**config.mk**
```make
export PLATFORM = sky130hd
export DESIGN_NAME = key_debounce_pulse
export DESIGN_NICKNAME = d
export VERILOG_FILES = /design/src/rtl/key_debounce_pulse.sv
export SDC_FILE = /design/constraint.sdc
export NUM_CORES = 1
export LEC_CHECK = 0
export BUFFER_PORTS_ARGS = -buffer_cell sky130_fd_sc_hd__buf_4
export CORE_AREA = 2 2 40 69
export CTS_CLUSTER_SIZE = 24
export DETAILED_ROUTE_END_ITERATION = 7
export DIE_AREA = 0 0 42 71
export GPL_TIMING_DRIVEN = 0
export PLACE_DENSITY = 0.81
export SLEW_MARGIN = 40
export SYNTH_ARGS = -nofsm -noshare
export SYNTH_HDL_FRONTEND = slang
export SYNTH_SLANG_ARGS = --single-unit
export TNS_END_PERCENT = 1
```
**constraint.sdc**
```tcl
create_clock -name clk -period 2.35 [get_ports clk]
set_input_delay 0 -clock clk [delete_from_list [all_inputs] [get_ports clk]]
set_output_delay 0 -clock clk [all_outputs]
set_load 0.1 [all_outputs]
```
**src/rtl/key_debounce_pulse.sv**
```systemverilog
// Pushbutton conditioner: 2-FF synchroniser, debounce FSM, press/release strobes.
// Define KEY_REPEAT_EN to add auto-repeat press strobes while the key is held.
module key_debounce_pulse #(
  parameter int STABLE_CYCLES = 1000000,
  parameter int REPEAT_DELAY  = 25000000,
  parameter int REPEAT_PERIOD = 5000000
) (
  input  logic clk,
  input  logic rst,
  input  logic key_n,
  output logic key_level,
  output logic press_pulse,
  output logic release_pulse
);

  localparam int CW = $clog2(STABLE_CYCLES + 1);
  localparam logic [CW-1:0] CNT_LAST = CW'(STABLE_CYCLES - 1);

  typedef enum logic [1:0] {
    ST_RELEASED    = 2'd0,
    ST_PRESS_CHK   = 2'd1,
    ST_PRESSED     = 2'd2,
    ST_RELEASE_CHK = 2'd3
  } state_t;

  state_t        state_r, state_next_s;
  logic [CW-1:0] cnt_r, cnt_next_s;
  logic          sync1_r, key_sync_r;
  logic          key_level_r, level_next_s;
  logic          press_pulse_r, press_next_s;
  logic          release_pulse_r, release_next_s;
  logic          accept_s;
  logic          rep_pulse_s;

  // Synchroniser, FSM state and registered outputs.
  always_ff @(posedge clk) begin
    if (rst) begin
      sync1_r         <= 1'b0;
      key_sync_r      <= 1'b0;
      state_r         <= ST_RELEASED;
      cnt_r           <= '0;
      key_level_r     <= 1'b0;
      press_pulse_r   <= 1'b0;
      release_pulse_r <= 1'b0;
    end else begin
      sync1_r         <= ~key_n;
      key_sync_r      <= sync1_r;
      state_r         <= state_next_s;
      cnt_r           <= cnt_next_s;
      key_level_r     <= level_next_s;
      press_pulse_r   <= press_next_s;
      release_pulse_r <= release_next_s;
    end
  end

  // Debounce next-state: a new level must hold STABLE_CYCLES cycles in a check state.
  always_comb begin
    state_next_s   = state_r;
    cnt_next_s     = cnt_r;
    level_next_s   = key_level_r;
    release_next_s = 1'b0;
    accept_s       = 1'b0;
    case (state_r)
      ST_RELEASED: begin
        if (key_sync_r) begin
          state_next_s = ST_PRESS_CHK;
          cnt_next_s   = '0;
        end else begin
          state_next_s = ST_RELEASED;
        end
      end
      ST_PRESS_CHK: begin
        if (!key_sync_r) begin
          state_next_s = ST_RELEASED;
        end else if (cnt_r == CNT_LAST) begin
          state_next_s = ST_PRESSED;
          level_next_s = 1'b1;
          accept_s     = 1'b1;
        end else begin
          cnt_next_s   = cnt_r + 1'b1;
        end
      end
      ST_PRESSED: begin
        if (!key_sync_r) begin
          state_next_s = ST_RELEASE_CHK;
          cnt_next_s   = '0;
        end else begin
          state_next_s = ST_PRESSED;
        end
      end
      ST_RELEASE_CHK: begin
        if (key_sync_r) begin
          state_next_s   = ST_PRESSED;
        end else if (cnt_r == CNT_LAST) begin
          state_next_s   = ST_RELEASED;
          level_next_s   = 1'b0;
          release_next_s = 1'b1;
        end else begin
          cnt_next_s     = cnt_r + 1'b1;
        end
      end
      default: begin
        state_next_s = ST_RELEASED;
        cnt_next_s   = '0;
        level_next_s = 1'b0;
      end
    endcase
  end

  assign press_next_s = accept_s | rep_pulse_s;

`ifdef KEY_REPEAT_EN
  localparam int RW = $clog2(REPEAT_DELAY + 1);
  localparam int PW = $clog2(REPEAT_PERIOD + 1);
  localparam logic [RW-1:0] REP_LAST = RW'(REPEAT_DELAY);
  localparam logic [PW-1:0] PER_LAST = PW'(REPEAT_PERIOD - 1);

  logic [RW-1:0] rep_r, rep_next_s;
  logic [PW-1:0] per_r, per_next_s;

  // Repeat delay and period counters.
  always_ff @(posedge clk) begin
    if (rst) begin
      rep_r <= '0;
      per_r <= '0;
    end else begin
      rep_r <= rep_next_s;
      per_r <= per_next_s;
    end
  end

  // rep_r saturates at the delay; per_r then paces the following strobes.
  always_comb begin
    rep_next_s  = rep_r;
    per_next_s  = per_r;
    rep_pulse_s = 1'b0;
    if (accept_s) begin
      rep_next_s = '0;
      per_next_s = '0;
    end else if (state_r == ST_PRESSED) begin
      if (rep_r != REP_LAST) begin
        rep_next_s  = rep_r + 1'b1;
        rep_pulse_s = ((rep_r + 1'b1) == REP_LAST);
      end else if (per_r == PER_LAST) begin
        per_next_s  = '0;
        rep_pulse_s = 1'b1;
      end else begin
        per_next_s  = per_r + 1'b1;
      end
    end else begin
      rep_next_s = rep_r;
    end
  end
`else
  logic [63:0] unused_repeat_s;
  assign unused_repeat_s = {32'(REPEAT_DELAY), 32'(REPEAT_PERIOD)};
  assign rep_pulse_s     = 1'b0;
`endif

  assign key_level     = key_level_r;
  assign press_pulse   = press_pulse_r;
  assign release_pulse = release_pulse_r;

endmodule
```
Word level (Yosys, flattened, before mapping). Cells that the tools add are included.

Logic and storage cells: 50. Bits in registers: 27.

$add $sub $neg: 1. Multiplexer cells: 19. Reductions and logical operators: 7. Bitwise operators: 4. Equality and inequality tests: 12.

Operators with widths (number): 20-bit 2-to-1 mux (5); 20-bit case mux with 4 select lines (1); 20-bit by 1-bit adder with 20-bit output, second input constant (1); 20-bit equality test, second input constant (1); 2-bit != test, second input constant (6); 2-bit 2-to-1 mux (4); 2-bit case mux with 4 select lines (1); 1-bit 2-to-1 mux (7); 3-bit != test, second input constant (2); 3-bit OR reduction (2); 5-bit AND reduction (1); 2-bit equality test, second input constant (2); 1-bit NOT (4); 4-bit AND reduction (1); 2-bit by 1-bit equality test with 1-bit output, second input constant (1); 2-bit logical NOT (1); 1-bit case mux with 2 select lines (1); 2-bit AND reduction (1); 2-bit nonzero test (1).

Longest topological paths before layout. Gate-level depths: netlist of run 1.

Word-level depth: 4. Depth in mapped cells: 6. Mapped depth without buffers: 5.

Worst setup path after synthesis of run 1. Ideal clock, no wire load.

Path kind: register -> register. Start point: register cnt_r[15]. End point: register key_level_r (netlist: key_level). Clock period less this slack: 1787 ps. Path slack: 563 ps. Arrival: 1655 ps. Cell stages (with the launch flop): 5. Path through: dfxtp_1 -> or4bb_1 -> or4_1 -> o21ai_0 -> a31oi_1.

Word-level cells in the longest chain between the ends: 3. Elaborated cells on any way between the ends: 4. Those cells by class: eq/ne: 3; reduce/logical: 1.

Ends and longest elaborated chain: start, declared (line 27) `logic [CW-1:0] cnt_r, cnt_next_s;`; start signal, assigned (line 49) `cnt_r <= cnt_next_s;`; 20-bit equality test * (line 75, 94); 2-bit != test (no source line); 5-bit AND reduction (no source line) *; end signal, assigned (line 50) `key_level_r <= level_next_s;`; end, declared (line 29) `logic key_level_r, level_next_s;`.

Every way passes the cells marked *; elsewhere a longest branch is shown, timed or not. A chain may end at the register's enable or synchronous reset.

Worst setup path in the final report of run 1. Same ends and word-level chain as after synthesis.

==> impl_results.md, run 1 <==
* Crit-path max cell delay at roughly 0.6 ns
* Number of synthesized register bits at 27
* Top FF cell, synth: dfxtp_1
* PortBufs at 5
* Yosys warnings at 0
* CTS tree: yes
* Ant. Diodes at 0
* Status: complete, no violations
* Synth top area share at 0.3996
* Maximum vdd drop at about 0.44 mV
* Fin area at ~1500 sq um
* Htree depth at 1
* Min Tclk post-route at 1.981 ns
* First-pass GRT wire length at 5.271 mm
* Nets at around 170
* Via Count at between 1000 and 1500
* Post-CTS setup buffer count at 0
* Endpoints failing setup at 0
* Endpoint class of the critical path: register
* Syn_area_per_cell at ~9 sq um
* Total GRT Usage at 0.2269
* Clk_skew at roughly 0.0034 ns
* Top sig layer: met4
* EDFF count, synth at 0
* RSZ-0062 raised after global routing: no
* Largest net degree at the start of global routing at 15
* Die ar. at 2982 sq um
* CP required at approximately 2.5 ns
* Die W at 42 microns
* Seq/Total Area, Yosys at 0.3996
* Initial Util at 0.5561
* Leakage at between 0.4 and 0.5 nW
* Yosys top cell by area: dfxtp_1
* Most common cell after layout, fill and taps aside: dfxtp_1
* Residual DRC at 0
* Area Overhead vs Synth at 9.251%
* Crit path DAT at 2.14 ns
* Placed Area at roughly 1400 sq um
* DR iter-0 viols at 59
* Max Clock Freq at roughly 500 MHz
* CP top delay family: simple AND/OR/NAND/NOR gates
* DR WL met3 at about 93 microns
* Post-route ant nets at 0
* Met1 WL at 1.104 mm
* CTS buffer count at 3
* Clk root buf: clkbuf_8
* Vias in the first global route at between 1000 and 1500
* Clock transition at the registers of the reported paths at approximately 0.090 ns
* Worst hold path type: primary input to register
* Ys async rst share at 0
* Netlist cell types at 44
* Endpoints failing hold at 0
* DR WL met2 at between 1.5 and 2 mm
* WP depth at 4
* Slew HR at 0.6850
* Clock Path Buffers at 2
* Cts hold-fix bufs at 1
* Worst path bufs/invs at 0
* Max-cap violations at 0
* Startpoint Class: register
* Drt wl/cell at 15.53 microns
* Via density at 6.489
* Die Y-Extent at between 70 and 80 microns
* Hold depth at 3
* Post_cts resized at 0
* Reg2Reg Depth at 4
* PD cells at between 500 and 600 nW/um^2
* Synth top area cells: dfxtp_1, or4_1, a21oi_1
* Skew-Pair Late Insertion Delay at 0.28 ns
* Worst path slowest cell: or4_1
* Worst Path Max Fanout at 5
* Overflow left after global routing at 0
* Syn Inst Count at 150
* Fin. max-slew vios at 0
* Most frequent cells in the layout: dfxtp_1, a21oi_1, nand2_1, or4_1
* Share of layout cells above drive strength 1 at 0.1125
* Initial antenna violation count at 0
* Synth Cell Area at 1353 sq um
* Final period util at 0.8429
* Clock sinks at 27
* Setup TNS at 0 ns
* DPL Wire Length at between 2 and 2.5 mm
* FP Rows at 24
* Core area at 2432 sq um
* Drt first pass iters at 5
* Post-Route WL at between 2 and 3 mm
* CP Class: register to register
* Slew @ Worst Pin at 0.4725 ns
* Syn_nets at ~150
* Gpl congestion at approximately 0.9
* # IOs at 6
* Filler cells at between 200 and 250
* CP Cell Sequence: or4bb_1, or4_1, o21ai_0, a31oi_1
[layer usage]
layer | up-vias | track usage
met5 | - | 0
met4 | 0 | 0.1434
li1 | 584 | -
met2 | 30 | 0.3924
met3 | 12 | 0.04337
met1 | 581 | 0.2468
[path summary, 6_finish.rpt]
check / endpoint / slack (ns) / startpoint
max: key_level$_SDFFE_PP0P_ / 0.37 / cnt_r[15]$_SDFFE_PP0P_
max reg2reg: key_level$_SDFFE_PP0P_ / 0.37 / cnt_r[15]$_SDFFE_PP0P_
min reg2reg: key_sync_r$_SDFF_PP0_ / 0.46 / sync1_r$_SDFF_PP0_
min: cnt_r[0]$_SDFFE_PP0P_ / 0.01 / rst
[cell usage after synthesis, types with 3 or more instances]
cell type,instances
o31ai_1,7
nand3_1,7
o21ai_0,5
nand4_1,3
nand2b_1,7
a21oi_1,13
clkbuf_1,5
dfxtp_1,27
mux2i_1,6
or4_1,10
inv_1,4
nand2_1,13
[per-stage QoR]
stage	power [mW]	hold WS (ns)	util	instances	setup slack, ns
final	0.7722	0.01178	0.6075	186	0.3691
after global routing	0.7963	0.03096	0.6075	186	0.2277
after CTS	0.7766	0.01129	0.6075	186	0.3743
after detailed placement	0.5194	0.1589	0.5849	181	0.3961
after global placement	0.5183	0.1516	0.5849	181	0.4515
after floorplan	0.5071	0.06669	-	150	0.5634
[report_power, final]
| part | switching, mW | leakage (nW) | internal [mW] |
|---|---|---|---|
| logic | 0.0329 | 0.238 | 0.0145 |
| clock network | 0.140 | 0.0228 | 0.122 |
| registers | 0.00194 | 0.218 | 0.461 |
| total | 0.175 | 0.478 | 0.597 |
[kinds of logic after synthesis]
group / synth area share
xor gates and xnor gates: 0.02498
AOI/OAI and AO/OA: 0.1739
DFF: 0.3996
and+or+nand+nor: 0.3053
adders and majority gates: 0.009249
muxes: 0.04441
buffers and inverters: 0.04255
[area by class of cell]
| cell class | count | area, sq um | area share |
|---|---|---|---|
| multi-input combinational | 111 | 754.5 | 0.5106 |
| timing repair buffer | 6 | 47.55 | 0.03218 |
| inverter | 4 | 15.01 | 0.01016 |
| sequential | 27 | 540.5 | 0.3658 |
| clock buffer | 4 | 45.04 | 0.03048 |
| buffer | 8 | 42.54 | 0.02879 |
| tap | 26 | 32.53 | 0.02202 |
[worst min-delay path: cells and delay by family]
kind          cells  cell delay, ns
simple gates      1            0.09
buf+inv           1            0.10
mux               1            0.06
[flip-flops by register name, summed over array words and instances (netlist names), named ones only]
name and flops:
cnt_r 20, key_level 1, state_r 1, press_pulse 1, key_sync_r 1, sync1_r 1, release_pulse 1
Note: power is estimated with default switching activity, not from simulation.
==> run 2: changes to the inputs <==
==> constraint.sdc (replaced) <==
create_clock -name clk -period 1.83 [get_ports clk]
set_input_delay 0 -clock clk [delete_from_list [all_inputs] [get_ports clk]]
set_output_delay 0 -clock clk [all_outputs]
set_load 0.1 [all_outputs]
==> impl_results.md, run 2 (synthesis gave the netlist of run 1 again) <==
* # IOs at 6 (unchanged)
* PD cells at 619.7 nW/um^2 (+19%)
* Skew-Pair Late Insertion Delay at 0.28 ns (about the same)
* Crit path DAT at 2.07 ns (-0.07 ns)
* Post-route ant nets at 0 (unchanged)
* Endpoints failing setup at 4 (+4)
* First-pass GRT wire length at 5.402 mm (+2.5%)
* Worst setup margin at -0.06374 ns (-0.4329 ns)
* Worst hold path type: primary input to register
* Ant. Diodes at 0 (unchanged)
* Initial antenna violation count at 0 (unchanged)
* DR iter-0 viols at 33 (-44%)
* Clock Path Buffers at 2 (unchanged)
* Most common cell after layout, fill and taps aside: dfxtp_1
* Maximum vdd drop at 0.5788 mV (+33%)
* Drt wl/cell at 16.22 microns (+4.4%)
* PortBufs at 5 (unchanged)
* Most frequent cells in the layout: dfxtp_1, nand2_1, a21oi_1, or4_1, buf_4
* Min Tclk post-route at 1.894 ns (-0.08713 ns)
* Slew @ Worst Pin at 0.4931 ns (+0.02060 ns)
* Endpoint class of the critical path: register
* Clock transition at the registers of the reported paths at 0.09 ns (about the same)
* Htree depth at 1 (unchanged)
* Failing checks: negative setup slack
* Fin. max-slew vios at 0 (unchanged)
* DPL Wire Length at 2.137 mm (unchanged)
* CTS buffer count at 3 (unchanged)
* Leakage at 0.5404 nW (+13%)
* Gpl congestion at 0.8848 (unchanged)
* Vias in the first global route at 1256 (+2.5%)
* Drt first pass iters at 4 (-1)
* Die Y-Extent at 71 microns (unchanged)
* Core area at 2432 sq um (unchanged)
* Largest register FFs at 20 (unchanged)
* Residual DRC at 0 (unchanged)
* PnR Total Power at 999.5 uW (+29%)
* Via density at 6.584 (+1.5%)
* Die ar. at 2982 sq um (unchanged)
* Largest net degree at the start of global routing at 15 (unchanged)
* Clock sinks at 27 (unchanged)
* CTS tree: yes
* Post-Route WL at 3.082 mm (+6.7%)
* Slew HR at 0.6713 (-0.01373)
* CP required at 2.01 ns (-0.50 ns)
* Worst Path Max Fanout at 6 (+1)
* Via Count at 1251 (+3.6%)
* Status: finished, violations left
* Endpoints failing hold at 0 (unchanged)
* Most flop-heavy register: cnt_r
* Setup TNS at -0.1630 ns (-0.1630 ns)
* Clk root buf: clkbuf_8
* RSZ-0062 raised after global routing: yes
* CP Class: register to register
* Final period util at 1.035 (+0.1919)
* Startpoint Class: register
* Total GRT Usage at 0.2347 (+0.007788)
* Initial Util at 0.5561 (unchanged)
* Area Overhead vs Synth at 19.24%
* Clk_skew at 0.002170 ns (-0.001201 ns)
* FP Rows at 24 (unchanged)
* Max Clock Freq at 528.1 MHz (+4.6%)
* Share of layout cells above drive strength 1 at 0.2683 (+0.1558)
* Max-cap violations at 0 (unchanged)
* Nets at 169 (+2.4%)
* Die W at 42 microns (unchanged)
* Overflow left after global routing at 0 (unchanged)
## run 2: where the power goes
group	switching [mW]	leakage, nW	internal [mW]
Clock	0.182	0.0228	0.156
Combinational	0.0450	0.295	0.0241
Sequential	0.00301	0.223	0.589
Total	0.230	0.540	0.769
## run 2: routing by layer
layer / global-route usage / vias to the layer above / wire length (microns)
met5: 0 / - / 0
met4: 0.1649 / 0 / 131
met3: 0.04592 / 13 / 114
met2: 0.4028 / 31 / 1660
met1: 0.2500 / 610 / 1177
li1: - / 597 / -
## run 2: cell type report
| cell class | count | area [sq um] |
|---|---|---|
| Multi-Input combinational cell | 111 | 827.0 |
| Fill cell | 194 | 819.5 |
| Sequential cell | 27 | 555.5 |
| Timing Repair Buffer | 11 | 90.09 |
| Buffer | 7 | 47.55 |
| Clock buffer | 4 | 45.04 |
| Tap cell | 26 | 32.53 |
| Inverter | 4 | 15.01 |
## run 2: stage by stage
step	hold WS (ns)	cell area, sq um	util	instances	setup WS, ns
after global routing	0.03214	1613	0.6631	190	-0.1407
after floorplan	0.06669	1353	-	150	0.04339
after global placement	0.1516	1423	0.5849	181	-0.06851
final	0.01015	1613	0.6631	190	-0.06374
after CTS	0.01129	1548	0.6363	190	-0.02556
after detailed placement	0.1589	1423	0.5849	181	-0.1239
## run 2: final timing paths
path,from,slack (ns),end,cells past startpoint
setup / recovery,cnt_r[6]$_SDFFE_PP0P_,-0.06,cnt_r[0]$_SDFFE_PP0P_,6
hold / removal,rst,0.01,cnt_r[0]$_SDFFE_PP0P_,3
setup reg to reg,cnt_r[6]$_SDFFE_PP0P_,-0.06,cnt_r[0]$_SDFFE_PP0P_,6
hold reg to reg,sync1_r$_SDFF_PP0_,0.46,key_sync_r$_SDFF_PP0_,1
## run 2: what timing repair did
| item | CTS | global route |
|---|---|---|
| hold endpoints to repair | 1 | 0 |
| endpoints found under the setup margin | 13 | 22 |
| buffers inserted | 3 | 1 |
| resized for setup | 16 | 20 |
| gates cloned | 1 | 0 |
| pin swaps | 6 | 5 |
| hold buffers | 1 | 0 |
## run 2: critical path: stages (launching register included)
cell	delay, ns
dfxtp_2	0.35
or4bb_4	0.56
nor4_4	0.37
buf_4	0.19
a21oi_4	0.07
buf_6	0.14
mux2i_1	0.10
==> run 3: changes to the inputs <==
--- a/config.mk
+++ b/config.mk
@@ -5,11 +5,11 @@
 export SDC_FILE = /design/constraint.sdc
 export NUM_CORES = 1
 export LEC_CHECK = 0
-export BUFFER_PORTS_ARGS = -buffer_cell sky130_fd_sc_hd__buf_4
-export CORE_AREA = 2 2 40 69
+export CORE_AREA = 2 2 51 53
 export CTS_CLUSTER_SIZE = 24
 export DETAILED_ROUTE_END_ITERATION = 7
-export DIE_AREA = 0 0 42 71
+export DIE_AREA = 0 0 53 55
+export DONT_BUFFER_PORTS = 1
 export GPL_TIMING_DRIVEN = 0
 export PLACE_DENSITY = 0.81
 export SLEW_MARGIN = 40
==> impl_results.md, run 3 (synthesis gave the netlist of run 1 again) <==
* Pre-CTS WS at -0.1351 ns (-0.01118 ns)
* Crit path DAT at 2.22 ns (+0.15 ns)
* DR iter-0 viols at 25 (-24%)
* Nets at 160 (-5.3%)
* Gpl congestion at 0.8461 (-4.4%)
* Skew-Pair Late Insertion Delay at 0.33 ns (+0.05 ns)
* Startpoint Class: register
* Drt first pass iters at 4 (unchanged)
* Core area at 2365 sq um (-2.8%)
* Worst Path Max Fanout at 8 (+2)
* Min Tclk post-route at 1.997 ns (+0.1037 ns)
* Htree depth at 1 (unchanged)
* Status: finished, violations left
* Overflow left after global routing at 0 (unchanged)
* Endpoints failing setup at 4 (unchanged)
* Fin. max-slew vios at 0 (unchanged)
* Hold depth at 2 (-1)
* Post-route ant nets at 0 (unchanged)
* Residual DRC at 0 (unchanged)
* Drt wl/cell at 15.93 microns (-1.8%)
* Clock Path Buffers at 2 (unchanged)
* # IOs at 6 (unchanged)
* Filler cells at 203 (+4.6%)
* Largest net degree at the start of global routing at 16 (+1)
* Initial Util at 0.5720 (+0.01589)
* Max-cap violations at 0 (unchanged)
* Largest register FFs at 20 (unchanged)
* Fin cells at 185 (-2.6%)
* CP Cell Sequence: or4b_4, nor4_4, a21oi_1, a311oi_1
* Max Clock Freq at 500.6 MHz (-5.2%)
* Area Overhead vs Synth at 10.27%
* CP Class: register to register
* PnR Total Power at 917.7 uW (-8.2%)
* Via density at 6.411 (-2.6%)
* PD cells at 615.3 nW/um^2 (-0.71%)
* CP required at 2.05 ns (+0.04 ns)
* Most flop-heavy register: cnt_r
* Die W at 53 microns (+26%)
* Worst hold path type: primary input to register
* Leakage at 0.4686 nW (-13%)
* Post-Route WL at 2.947 mm (-4.4%)
* Clk root buf: clkbuf_4
* Slew @ Worst Pin at 0.5531 ns (+0.06005 ns)
* Die ar. at 2915 sq um (-2.2%)
* Worst setup margin at -0.1674 ns (-0.1037 ns)
* Cell Count Post-Placement at 180 (-0.55%)
* Most common cell after layout, fill and taps aside: dfxtp_1
* CTS tree: yes
* Core Util, Final at 0.6307 (-0.03238)
* Total GRT Usage at 0.2182 (-0.01644)
* Vias in the first global route at 1072 (-15%)
* Via Count at 1186 (-5.2%)
* RSZ-0062 raised after global routing: yes
* Maximum vdd drop at 0.6128 mV (+5.9%)
* Slew HR at 0.6313 (-0.04003)
* PortBufs at 0 (-5)
* Crit-path max cell delay at 0.54 ns (-0.02 ns)
* Share of layout cells above drive strength 1 at 0.2129 (-0.05539)
* Ant. Diodes at 0 (unchanged)
* Endpoints failing hold at 0 (unchanged)
* Die Y-Extent at 55 microns (-23%)
* CTS buffer count at 3 (unchanged)
* Worst path slowest cell: or4b_4
* Setup TNS at -0.3161 ns (-0.1531 ns)
* Clock sinks at 27 (unchanged)
* First-pass GRT wire length at 4.650 mm (-14%)
* Endpoint class of the critical path: register
* Clock transition at the registers of the reported paths at 0.15 ns (+0.06 ns)
* Clk_skew at 0.009155 ns (+0.006985 ns)
* Reg2Reg Depth at 4 (-2)
* Failing checks: negative setup slack
* DPL Wire Length at 2.034 mm (-4.8%)
* Initial antenna violation count at 0 (unchanged)
* Most frequent cells in the layout: dfxtp_1, a21oi_1, nand2_1, or4_1, dfxtp_2
* Final period util at 1.091 (+0.05666)
* FP Rows at 18 (-25%)
==> run 3: worst max-delay path: cells and delay by family, from the launching register on <==
kind / cells / cell delay, ns
AO/OA/AOI/OAI: 2 / 0.58
AND/OR/NAND/NOR: 2 / 0.90
flip-flops: 1 / 0.40
==> run 3: layout make-up <==
class | count | area [sq um] | area share
multi-input combinational | 111 | 788.3 | 0.5285
sequential | 27 | 555.5 | 0.3725
buffer | 7 | 47.55 | 0.03188
tap | 30 | 37.54 | 0.02517
clock buffer | 3 | 22.52 | 0.01510
timing repair buffer | 2 | 20.02 | 0.01342
inverter | 4 | 15.01 | 0.01007
clock inverter | 1 | 5.005 | 0.003356
==> run 3: path summary, 6_finish.rpt <==
check	start	to	slack, ns
hold reg to reg	sync1_r$_SDFF_PP0_	key_sync_r$_SDFF_PP0_	0.47
hold / removal	rst	sync1_r$_SDFF_PP0_	0.03
setup reg to reg	cnt_r[10]$_SDFFE_PP0P_	cnt_r[2]$_SDFFE_PP0P_	-0.17
setup / recovery	cnt_r[10]$_SDFFE_PP0P_	cnt_r[2]$_SDFFE_PP0P_	-0.17
==> run 3: routing by layer <==
layer	wire length, microns	global-route usage	part of all wire	vias up
met4	43	0.09829	0.015	0
met1	1349	0.2625	0.46	573
met3	64	0.03226	0.022	6
li1	-	-	-	580
met2	1489	0.3875	0.51	27
met5	0	0	0	-
==> run 3: metrics by stage <==
stage	hold WS [ns]	area [sq um]
global route	0.05176	1491
CTS	0.01778	1459
detailed placement	0.06924	1394
finish	0.03000	1491
floorplan	0.06669	1353
global placement	0.06843	1390
==> run 3: repair_timing <==
action | CTS | global route
hold buffers | 2 | 0
resized for setup | 11 | 13
endpoints found under the setup margin | 11 | 21
pin swaps | 1 | 2
hold endpoints to repair | 6 | 0
setup buffers | 0 | 0
==> run 3: report_power, final <==
group	internal, mW	leakage (nW)	switching, mW
sequential	0.592	0.223	0.0186
combinational	0.0167	0.228	0.0256
clock	0.0821	0.0177	0.183
total	0.691	0.469	0.227
